<file path="config.mk">
export PLATFORM = sky130hd
export DESIGN_NAME = data_memory_responder
export DESIGN_NICKNAME = d
export VERILOG_FILES = /design/src/rtl/data_memory_responder.sv
export SDC_FILE = /design/constraint.sdc
export NUM_CORES = 2
export LEC_CHECK = 0
export ABC_AREA = 1
export BUFFER_PORTS_ARGS = -buffer_cell sky130_fd_sc_hd__buf_2
export CORE_ASPECT_RATIO = 1.4
export CORE_MARGIN = 2
export CORE_UTILIZATION = 45
export DETAILED_ROUTE_END_ITERATION = 6
export PLACE_DENSITY = 0.68
export REMOVE_ABC_BUFFERS = 1
export SYNTH_ARGS = -nofsm -noshare
export SYNTH_HDL_FRONTEND = slang
export SYNTH_SLANG_ARGS = --single-unit
</file>
<file path="constraint.sdc">
create_clock -name CLK -period 4.45 [get_ports CLK]
set_input_delay 0.445 -clock CLK [delete_from_list [all_inputs] [get_ports CLK]]
set_output_delay 0.445 -clock CLK [all_outputs]
set_load 0.02 [all_outputs]
</file>
<file path="src/rtl/data_memory_responder.sv">
// data_memory_responder
//   Data-memory slave for the 8-bit single-cycle CPU. Models a multi-cycle
//   byte memory of 2**ADDR_WIDTH entries. It stalls the CPU through
//   BUSYWAIT for LATENCY+1 cycles, performs the latched access, and then
//   gives one acknowledge cycle with BUSYWAIT low.
//
// Ports
//   CLK        clock, all state changes on posedge
//   RESET      asynchronous active-low reset (memory array is not cleared)
//   READ       read request, held by the CPU until BUSYWAIT falls
//   WRITE      write request, held by the CPU until BUSYWAIT falls
//              (wins over READ when both are high)
//   ADDRESS    byte address, latched when the request is accepted
//   WRITEDATA  store data, latched when the request is accepted
//   READDATA   load data; changes only when a read completes or on reset
//   BUSYWAIT   stall, high while a request is outstanding and not yet acked
module data_memory_responder #(
   parameter int ADDR_WIDTH = 8,
   parameter int DATA_WIDTH = 8,
   parameter int LATENCY    = 5
) (
   input  logic                  CLK,
   input  logic                  RESET,
   input  logic                  READ,
   input  logic                  WRITE,
   input  logic [ADDR_WIDTH-1:0] ADDRESS,
   input  logic [DATA_WIDTH-1:0] WRITEDATA,
   output logic [DATA_WIDTH-1:0] READDATA,
   output logic                  BUSYWAIT
);

   localparam int         DEPTH    = 2**ADDR_WIDTH;
   localparam logic [3:0] CNT_INIT = 4'(LATENCY - 1);

   typedef enum logic [1:0] {
      IDLE,
      ACCESS,
      ACK
   } state_t;

   state_t                  state;
   state_t                  next_state;
   logic [3:0]              cnt;
   logic [ADDR_WIDTH-1:0]   addr_q;
   logic [DATA_WIDTH-1:0]   data_q;
   logic                    wr_q;
   logic                    start;
   logic                    done;
   logic [DATA_WIDTH-1:0]   mem [DEPTH];

   // State register
   always_ff @(posedge CLK or negedge RESET) begin
      if (!RESET) begin
         state <= IDLE;
      end else begin
         state <= next_state;
      end
   end

   // Next state, stall output and datapath strobes.
   // BUSYWAIT is gated by RESET so it falls the instant reset is asserted,
   // even in the middle of an access.
   always_comb begin
      next_state = state;
      BUSYWAIT   = 1'b0;
      start      = 1'b0;
      done       = 1'b0;
      case (state)
         IDLE: begin
            if (READ || WRITE) begin
               BUSYWAIT   = RESET;
               start      = 1'b1;
               next_state = ACCESS;
            end
         end
         ACCESS: begin
            BUSYWAIT = RESET;
            if (cnt == '0) begin
               done       = 1'b1;
               next_state = ACK;
            end
         end
         ACK: begin
            next_state = IDLE;
         end
         default: begin
            next_state = IDLE;
         end
      endcase
   end

   // Request latch, latency counter and load data
   always_ff @(posedge CLK or negedge RESET) begin
      if (!RESET) begin
         cnt      <= '0;
         addr_q   <= '0;
         data_q   <= '0;
         wr_q     <= 1'b0;
         READDATA <= '0;
      end else begin
         if (start) begin
            addr_q <= ADDRESS;
            data_q <= WRITEDATA;
            wr_q   <= WRITE;
            cnt    <= CNT_INIT;
         end else if (state == ACCESS && cnt != '0) begin
            cnt <= cnt - 4'd1;
         end
         if (done && !wr_q) begin
            READDATA <= mem[addr_q];
         end
      end
   end

   // Storage array; no reset so contents survive RESET. A reset during
   // ACCESS forces IDLE, so done is never set and the write is dropped.
   always_ff @(posedge CLK) begin
      if (done && wr_q) begin
         mem[addr_q] <= data_q;
      end
   end

endmodule

</file>
==> metrics.md <==
| Metric | Value |
|---|---|
| Gr ovfl total | `0` |
| Max-slew violation count | `0` |
| DRT iter0 DRCs | `5954` |
| Syn avg cell area | `11.0 sq um` |
| Top post-synthesis cells by count | `nand2_1 (4044), edfxtp_1 (2048), nor2_1 (579), buf_2 (219), clkbuf_1 (137)` |
| Finished Layout Cells | `10200` |
| CTS hold repair buffers | `18` |
| Die Wd | `370 microns` |
| Die height | `516 microns` |
| Cells after Synth | `7637` |
| Clk root buf | `clkbuf_16` |
| Final core occ | `50.4%` |
| Leakage dissipation | `0.0352 uW` |
| Hpwl dp | `135000 microns` |
| Pwr/cell area | `652 nW/um^2` |
| Vias in the first global route | `54500` |
| TritonCTS clock tree | `yes` |
| Crit end category | `flip-flop` |
| Total Wirelength | `231000 microns` |
| Number of synthesized flops with an enable pin | `2048` |
| CTS sink cnt | `2079` |
| Initial antenna violation count | `10` |
| I/O Pins | `29` |
| DRC | `0` |
| Mapped Area | `84200 sq um` |
| Crit path max fanout | `83` |
| Post-route ant nets | `0` |
| Pre-antenna DRT Iters | `6` |
| PortBufs | `28` |
| Fin nets | `7648` |
| Crit-path cells | `inv_8 -> nor2_4 -> buf_12 -> buf_4 -> nand2_1 -> nand4_1 -> nand2_1 -> nand2_1 -> nor2_1 -> nor2_1 -> nor2_1 -> nand2_1 -> nand2_1 -> nand2_1 -> nor2_1 -> nor2_1` |
| Dominant synthesized flop cell | `edfxtp_1` |
| Required time of the critical path | `5200 ps` |
| Largest net degree at the start of global routing | `151` |
| Fin Clk Skew | `25.9 ps` |
| TritonCTS Buffers | `177` |
| Max Clock Freq | `269 MHz` |
| Layout Area Growth over Synthesis | `11.0%` |
| Clk buf depth | `3` |
| Largest area contributor in the netlist | `edfxtp_1` |
| Status | `complete, no violations` |
| Worst setup path start | `addr_q[0]$_DFFE_PN0P_` |
| Starting density of the core | `45.3%` |
| Core box area | `186000 sq um` |
| Critical-path top delay cell | `dfrtp_4` |
| Crit path launch type | `flip-flop` |
| Seq cells post-synth | `2079` |
| Critical path class | `flip-flop to flip-flop` |
| Cell Rows | `187` |
| Clk slew on worst S/H paths | `70 ps` |
| Cell variety after synth | `26` |
| WL per Instance | `22.6 microns` |
| Top area cells in the synthesized netlist | `edfxtp_1 (73%), nand2_1 (18%), nor2_1 (2.6%)` |
| Largest stage delay, worst path | `820 ps` |
| Vias per cell | `5.43` |
| Top cell by count, worst path | `nand2_1` |
| Slew headroom | `11.3%` |
| Global-route wire length before repair | `342000 microns` |
| FF-to-FF Start | `addr_q[0]$_DFFE_PN0P_` |
| GRT Overall Usage | `24.0%` |
| Fin crit share | `83.5%` |
| RSZ-0062 raised after global routing | `false` |
| Most common cell in the synthesized netlist | `nand2_1` |
| Sequential-to-total area share from yosys stat | `73.9%` |
| Final Hold Viols | `0` |
| Critical Path AT | `4460 ps` |
| FFs w/ async S/R, synth | `1.49%` |
| Via count | `55600` |
| Max rail drop VDD | `0.000833 V` |
| Maxcap violations | `0` |
| Post-CTS setup buffers | `0` |
| Clock Latency Late Sink | `820 ps` |
| Share of the synthesized area in the top cell type | `73.0%` |
| Ys Warns | `0` |
| DP Cell Count | `9887` |
| Share of layout cells above drive strength 1 | `6.42%` |
| FILL cells | `16000` |
| H-tree level count | `4` |
| Slew @ Worst Pin | `1330 ps` |
| Hold crit path type | `primary input to async pin` |
| Die area | `191000 sq um` |
| Setup TNS | `0 ps` |
| Final setup fails | `0` |
| Minimum clock period | `3710 ps` |
| GP Congestion | `0.922` |
| CTS resizes | `0` |
[final cells by class]
cell class | instances | area, sq um | share of cell area [%]
diodes | 2 | 5.00 | 0.00535
clock buffers | 216 | 4730 | 5.06
clock inverters | 113 | 1050 | 1.12
inverters | 39 | 171 | 0.183
multi-input cells | 5125 | 20100 | 21.5
flip-flops and latches | 2079 | 62300 | 66.6
well taps | 2457 | 3070 | 3.29
repair buffers | 205 | 2060 | 2.21
[metrics by stage]
step                      worst slack, ps  cell area (sq um)  hold WS, ps  total power [uW]
after floorplan                    -23090              82500          149             36200
after global placement                793              87600          455             45200
after detailed placement              753              87600          474             45500
after CTS                             721              93500          269             60800
after global routing                  572              93500          318             63300
final                                 736              93500          317             61000
[flip-flops by register name, indices dropped and copies added (netlist names)]
| register | count |
|---|---|
| addr_q | 8 |
| wr_q | 1 |
| READDATA | 8 |
| mem | 2048 |
| data_q | 8 |
| state | 2 |
| cnt | 4 |
[critical path: cells and delay by family, from the launching register on]
family | cells | cell delay, ps
simple gates | 13 | 1580
buf+inv | 3 | 1160
flops | 1 | 820
[final timing paths]
path	slack (ps)	cells after the start	endpoint
worst max register to register	740	16	READDATA[5]$_DFFE_PN0P_
max in group asynchronous	3610	3	data_q[7]$_DFFE_PN0P_
worst max-delay path	740	16	READDATA[5]$_DFFE_PN0P_
min in group CLK	350	4	addr_q[4]$_DFFE_PN0P_
worst min register to register	490	1	cnt[3]$_DFFE_PN0P_
worst min-delay path	320	3	data_q[0]$_DFFE_PN0P_
[logic make-up after synthesis]
kind of cell	count (synthesis)	share of synthesized area [%]
flip-flops	2079	73.9
buffers and inverters	433	2.26
AND/OR/NAND/NOR	4881	22.3
adder cells (fa/ha/maj)	1	0.0148
AO/OA/AOI/OAI	243	1.48
[report_power, final]
group          total, uW  internal (uW)  switching (uW)
clock network      15600           8490            7080
logic              19900           4620           15300
registers          25500          24400            1150
[layer usage]
layer | share of wire [%] | GRT usage, % | up-vias
met4 | 6.7 | 14.9 | 8
li1 | - | - | 25400
met3 | 8.3 | 3.88 | 625
met2 | 49 | 40.3 | 2717
met1 | 36 | 29.1 | 26800
met5 | 0.020 | 0 | -
[placed cells by master, fill, tap and decap left out, types with 4 or more instances in the layout]
master | Yosys | routed
inv_6 | 0 | 8
clkbuf_1 | 137 | 28
buf_2 | 219 | 28
a22oi_1 | 10 | 10
buf_12 | 0 | 44
bufinv_16 | 0 | 15
a21oi_1 | 105 | 105
dlygate4sd3_1 | 0 | 18
nor2_4 | 1 | 6
o21ai_1 | 79 | 79
nand2_1 | 4044 | 4033
edfxtp_1 | 2048 | 2048
nor2_1 | 579 | 574
clkinv_2 | 0 | 33
clkbuf_8 | 0 | 7
nand3_1 | 128 | 128
clkinvlp_4 | 0 | 18
dfrtp_4 | 0 | 10
o21ai_0 | 46 | 46
clkinv_1 | 1 | 32
nand4_1 | 115 | 115
nand2_2 | 0 | 11
clkinv_8 | 0 | 4
buf_4 | 1 | 115
dfrtp_1 | 31 | 21
clkbuf_16 | 0 | 181
inv_1 | 34 | 33
or2_2 | 8 | 8
Power figures use the tool's default switching activity.
